--- src/rtl/fifo_burst_arbiter.sv ---
// fifo_burst_arbiter: round-robin burst scheduler for the FIFO write port.
// Define FIFO_BURST_ARB_TIMEOUT_EN to abort bursts whose owner stays idle for 16 cycles.
module fifo_burst_arbiter #(
  parameter int NREQ      = 4,
  parameter int DWIDTH    = 32,
  parameter int ADDRWIDTH = 6,
  parameter int FIFODEPTH = 44,
  parameter int BURSTLEN  = 8
) (
  input  logic                   clk,
  input  logic                   rst,
  input  logic [NREQ-1:0]        req,
  input  logic [NREQ-1:0]        last,
  input  logic [NREQ*DWIDTH-1:0] din,
  output logic [NREQ-1:0]        gnt,
  output logic [NREQ-1:0]        ack,
  input  logic                   w_full,
  input  logic [ADDRWIDTH:0]     w_counter,
  output logic                   w_en,
  output logic [DWIDTH-1:0]      w_data,
  output logic                   busy,
  output logic                   abort
);
  localparam int RW = $clog2(NREQ);
  localparam int CW = $clog2(BURSTLEN + 1);
  localparam logic [ADDRWIDTH:0] DEPTH = (ADDRWIDTH + 1)'(FIFODEPTH);
  localparam logic [ADDRWIDTH:0] BLEN  = (ADDRWIDTH + 1)'(BURSTLEN);
  typedef enum logic {IDLE, BURST} state_t;
  state_t            state_q;
  logic [RW-1:0]     rr_q, g_q, pick_d;
  logic              pick_ok_d;
  logic [CW-1:0]     cnt_q;
  logic [NREQ-1:0]   gnt_q;
  logic              busy_q;
  logic [ADDRWIDTH:0] free_d;
  logic              done_d, timeout_d;
  // A lagging w_counter only overstates occupancy, so this never over-grants.
  assign free_d = (w_counter > DEPTH) ? '0 : DEPTH - w_counter;
  always_comb begin
    pick_ok_d = 1'b0;
    pick_d    = '0;
    for (int k = 1; k <= NREQ; k++) begin
      if (!pick_ok_d && req[(int'(rr_q) + k) % NREQ]) begin
        pick_ok_d = 1'b1;
        pick_d    = RW'((int'(rr_q) + k) % NREQ);
      end
    end
  end
  assign w_en   = busy_q & req[g_q] & ~w_full;
  assign w_data = din[int'(g_q)*DWIDTH +: DWIDTH];
  assign ack    = gnt_q & {NREQ{w_en}};
  assign gnt    = gnt_q;
  assign busy   = busy_q;
  assign done_d = w_en & (last[g_q] | (cnt_q == CW'(BURSTLEN - 1)));
`ifdef FIFO_BURST_ARB_TIMEOUT_EN
  logic [4:0] idle_q;
  logic       abort_q;
  assign timeout_d = busy_q & ~req[g_q] & (idle_q == 5'd15);
  assign abort     = abort_q;
`else
  assign timeout_d = 1'b0;
  assign abort     = 1'b0;
`endif
  always_ff @(posedge clk or posedge rst) begin
    if (rst) begin
      state_q <= IDLE;
      rr_q    <= RW'(NREQ - 1);
      g_q     <= '0;
      cnt_q   <= '0;
      gnt_q   <= '0;
      busy_q  <= 1'b0;
`ifdef FIFO_BURST_ARB_TIMEOUT_EN
      idle_q  <= '0;
      abort_q <= 1'b0;
`endif
    end else if (state_q == IDLE) begin
      if (pick_ok_d && free_d >= BLEN) begin
        state_q <= BURST;
        g_q     <= pick_d;
        gnt_q   <= NREQ'(1) << pick_d;
        busy_q  <= 1'b1;
      end
    end else begin
      if (w_en) cnt_q <= cnt_q + 1'b1;
`ifdef FIFO_BURST_ARB_TIMEOUT_EN
      idle_q <= req[g_q] ? '0 : idle_q + 1'b1;
      if (timeout_d) abort_q <= 1'b1;
`endif
      if (done_d || timeout_d) begin
        state_q <= IDLE;
        rr_q    <= g_q;
        gnt_q   <= '0;
        busy_q  <= 1'b0;
        cnt_q   <= '0;
`ifdef FIFO_BURST_ARB_TIMEOUT_EN
        idle_q  <= '0;
`endif
      end
    end
  end
endmodule

--- config.mk ---
export PLATFORM = sky130hd
export DESIGN_NAME = fifo_burst_arbiter
export DESIGN_NICKNAME = d
export VERILOG_FILES = /design/src/rtl/fifo_burst_arbiter.sv
export SDC_FILE = /design/constraint.sdc
export NUM_CORES = 1
export LEC_CHECK = 0
export CAP_MARGIN = 0
export CORE_ASPECT_RATIO = 1.2
export CORE_MARGIN = 2
export CORE_UTILIZATION = 28
export DETAILED_ROUTE_END_ITERATION = 10
export GPL_TIMING_DRIVEN = 0
export MAX_ROUTING_LAYER = met4
export PLACE_DENSITY = 0.83
export SETUP_SLACK_MARGIN = 0.3
export SLEW_MARGIN = 40
export SYNTH_ARGS = -nofsm -noshare
export SYNTH_HDL_FRONTEND = slang
export SYNTH_SLANG_ARGS = --single-unit
--- constraint.sdc ---
create_clock -name clk -period 2.1 [get_ports clk]
set_input_delay 0.42 -clock clk [delete_from_list [all_inputs] [get_ports clk]]
set_output_delay 0.42 -clock clk [all_outputs]
set_load 0.02 [all_outputs]
Yosys cells after proc, flatten, opt, wreduce, memory -nomap -nowiden
Index checks and enable logic that the tools add are counted.

Bitwise operators: 11. Eq/ne operators: 2. Shift-type cells: 2. Reductions and logical operators: 17. Magnitude comparators: 7. Add/subtract/negate cells: 6. Multiplexer cells: 36.

Operators with widths (number): $shiftx 128x8->32 (1); $mux 1 (20); $mux 4 (5); $lt 3x4->1 const B (4); $bmux 1 s2 (6); $mux 2 (4); $reduce_and 2->1 (4); $reduce_or 2->1 (4); $ge 7x4->1 const B (1); $gt 7x6->1 const B (1); $mux 7 (1); $sub 6x7->7 const A (1); $add 2x1->2 const B (2); $add 2x2->2 const B (2); $add 4x1->4 const B (1); $and 1x1->1 const A (4); $and 4x4->4 (1); $eq 4x3->1 const B (1); $logic_and 1x1->1 (4); $reduce_bool 2->1 (2); $shl 1x2->4 const A (1); $and 1x1->1 (3); $logic_not 1->1 (3); $lt 2x3->1 const B (1); 3 further kinds (4).

Bits in registers: 14. Input port bits: 146. Output and inout port bits: 43.

Depth between registers and ports, before layout
Depth in word-level cells: 19. Gate-level depth with buffers: 8. Depth with buffers taken out: 7.

Worst setup path before layout
Ideal clock, no wire load.

Path kind: reg-to-output. Start: register g_q[1]. End: output port ack[0]. Arrival time: 1.953 ns. Required time: 1.680 ns. Path buffers: 1. Setup slack: -0.273 ns. Stages on the path, launching flop included: 5. Path through: dfrtp_1 -> buf_2 -> mux4_2 -> nor3b_1 -> and2_1.

Word-level cells in the longest chain between the ends: 5.

RTL lines: start: declaration (RTL line 30) `logic [RW-1:0] rr_q, g_q, pick_d;`; start signal: assignment (RTL line 79) `g_q <= pick_d;`; $bmux 1 s2 (RTL line 49) `assign w_en = busy_q & req[g_q] & ~w_full;`; $mux 1 (not written as such) (RTL line 49); $and 1x1->1 (2 in a row) (RTL line 49); net w_en (RTL line 19) `output logic w_en,`; $and 4x4->4 (RTL line 51) `assign ack = gnt_q & {NREQ{w_en}};`; end: declaration (RTL line 16) `output logic [NREQ-1:0] ack,`.

The timed path passes the listed nets, and every way through them passes these cells. The select of a mux whose other input is x is not followed.

Final worst setup path
Start: input port req[2]. End: output port ack[0].

Word-level cells in the longest chain between the ends: 5.

RTL lines: start: declaration (RTL line 12) `input logic [NREQ-1:0] req,`; $bmux 1 s2 (RTL line 49); $mux 1 (not written as such) (RTL line 49); $and 1x1->1 (2 in a row) (RTL line 49); $and 4x4->4 (RTL line 51).

No other way between the ends. The select of a mux whose other input is x is not followed.

==> summary.txt <==
Primary FF master, synth: dfrtp_1
post-route setup slack: -0.107 ns
Worst Hold Class: flop to flop
drt pass-1 iters: 4
DRC Markers: 0
Internal: 2.98 mW
Slew @ Worst Pin: 0.595 ns
die height: 87.8 um
data arrival time of the critical path: 1.79 ns
Setup TNS: -0.458 ns
clock power share: 0.049
first-pass GRT wire length: 11.5 mm
final core utilization: 0.756
Avg Synthesized Cell Area: 12.3 um2
Relative slew margins: 0.603
die footprint: 6480 um2
H-tree depth: 1
CP required: 1.68 ns
Post-synth EDFFs: 0
YS warnings: 0
routed wire length per instance: 20.0 um
crit path max fanout: 5
Crit path buffers/inverters: 3
hold_buf cts: 0
Final #Nets: 503
slowest CP cell: mux4_2
Max Cap Viol: 0
Setup CP Type: primary input to output port
commonest non-fill, non-tap cell in the layout: clkdlybuf4s50_1
number of synthesized register bits: 14
CTS buffer count: 3
# setup viols final: 5
Global Route Usage Sum: 0.242
vias in the first global route: 2,214
Ports: 189
Final ANT Viol Nets: 0
Final min period: 2.21 ns
Total Wirelength: 8.68 mm
crit-path cells: dlygate4sd2_1 -> mux4_2 -> nor3b_4 -> buf_4 -> and2_4 -> buf_6
Crit. End Element: output port
clock transition at the registers of the reported paths: 0.06 ns
final instance area: 4290 um2
Pleak: 1.75 nW
unique cell type count in the Yosys netlist: 37
most frequent cells in the layout: clkdlybuf4s50_1, buf_6, mux4_2, buf_4, nand2_1
CP top delay family: buffers and inverters
root buffer cell: clkbuf_8
Gate Count Post-Synth: 133
Die Wd: 73.8 um
Placed Cells: 400
CP peak stage delay: 0.50 ns
Final Max Tran Viols: 0
clock tree buffer depth: 2
Sw Share: 0.393
Post-DP Area: 3640 um2
Worst setup SP type: primary input
Synthesized Nets: 281
Initial Utilization: 0.289
Final Hold Viols: 0
failing checks: negative setup slack
P&R area growth vs syn: 162%
largest net degree at the start of global routing: 15
Final Wtd Congestion: 0.901
final non-filler cell total: 434
drt first-iter violations: 70
number of inserted diodes: 0
CORE AREA: 5670 um2
clock sinks: 14
share of cells above drive strength 1: 0.412
FP Rows: 30
RSZ-0062 raised after global routing: yes
grt total ovfl: 0
initial antenna violation count: 0
fmax: 453 MHz
Async SR Flop Fraction: 1.00
Max Clock Skew: 0.000577 ns
Worst VDD drop: 630 uV
Combinational Power Share: 0.845
Mapped Area: 1640 um2
Sequential Power Share: 0.106
post-DP HPWL: 6.43 mm
fin crit share: 1.05
sequential fraction of the synthesis area: 0.215
clock latency on the worst-skew pair: 0.25 ns
CTS tree: yes
I/O Buffers: 187
pwr/cell area: 1150 nW/um2
routed vias/inst: 5.02
Net Sw Power: 1.93 mW
Via Count: 2,179
status: finished with violations
==> tightest hold or removal path, stage by stage (launching register included) <==
cell and delay, ns:
dfrtp_1 0.37, nand2_1 0.07, o21ai_2 0.05
==> cells in the mapped netlist, drive strengths merged, types with 2 or more instances <==
| master | number | area, um2 |
|---|---|---|
| nor3 | 2 | 10.0 |
| nand2 | 17 | 71.3 |
| dfstp | 2 | 52.6 |
| or2 | 2 | 12.5 |
| nand2b | 2 | 12.5 |
| dfrtp | 12 | 300 |
| nand3 | 2 | 10.0 |
| and2 | 4 | 25.0 |
| mux4 | 34 | 766 |
| clkbuf | 3 | 11.3 |
| o21ai | 12 | 60.1 |
| inv | 7 | 26.3 |
| o32ai | 4 | 35.0 |
| ha | 2 | 25.0 |
| a21oi | 2 | 10.0 |
| buf | 9 | 58.8 |
==> path summary, 6_finish.rpt <==
path / startpoint / to / slack [ns] / cells after the start
max reg2reg: g_q[0]$_DFFE_PP0P_ / busy$_DFFE_PP0P_ / 0.04 / 9
min reg2reg: cnt_q[1]$_DFFE_PP0P_ / cnt_q[1]$_DFFE_PP0P_ / 0.52 / 2
max: req[2] / ack[0] / -0.11 / 6
max in group asynchronous: rst / g_q[0]$_DFFE_PP0P_ / 1.14 / 2
min: cnt_q[1]$_DFFE_PP0P_ / cnt_q[1]$_DFFE_PP0P_ / 0.52 / 2
min in group asynchronous: rst / cnt_q[0]$_DFFE_PP0P_ / 0.54 / 2
==> area by class of cell <==
class	instances	area (um2)
Timing Repair Buffer	217	2300
Fill cell	418	1380
Multi-Input combinational cell	100	1320
Sequential cell	14	354
Buffer	12	144
Tap cell	80	100
Clock buffer	4	45.0
Inverter	7	26.3
==> flip-flops by register name, summed over array words and instances (netlist names) <==
register  count
g_q           2
gnt           4
state_q       1
rr_q          2
cnt_q         4
busy          1
==> power by group through the flow <==
stage / combinational [mW] / sequential [mW] / clock (mW)
floorplan: 1.75 / 0.534 / 0
global placement: 3.03 / 0.494 / 0
detailed placement: 3.06 / 0.507 / 0
CTS: 3.65 / 0.507 / 0.236
global route: 4.36 / 0.538 / 0.257
finish: 4.15 / 0.519 / 0.240
==> cell families (layout without fill, tap and decap cells) <==
logic type / count (synthesis) / count (layout) / synth area share
AOI/OAI and AO/OA: 26 / 26 / 0.111
buffers and inverters: 19 / 240 / 0.0588
and+or+nand+nor: 35 / 35 / 0.115
muxes: 36 / 36 / 0.483
DFF: 14 / 14 / 0.215
other: 1 / 1 / 0.00229
adders and majority gates: 2 / 2 / 0.0153
==> per-layer routing <==
layer / GRT usage / vias up / wire, um
met3: 0.0667 / 12 / 833
met2: 0.437 / 127 / 4820
li1: - / 984 / -
met1: 0.254 / 1056 / 2830
met5: - / - / 0
met4: 0.0727 / 0 / 193
==> what timing repair did <==
action / 4_1_cts / 5_1_grt
resized for setup: 272 / 37
cloned: 1 / 4
buffers inserted: 17 / 8
pin swaps: 11 / 9
endpoints found under the setup margin: 48 / 51
==> stage by stage <==
step	power (mW)	hold WS [ns]	worst slack, ns
floorplan	2.28	0.308	0.185
global placement	3.52	0.487	-0.724
detailed placement	3.56	0.488	-0.784
CTS	4.40	0.519	-0.0807
global route	5.16	0.557	-0.139
finish	4.91	0.519	-0.107
(Power assumes the default switching activity.)
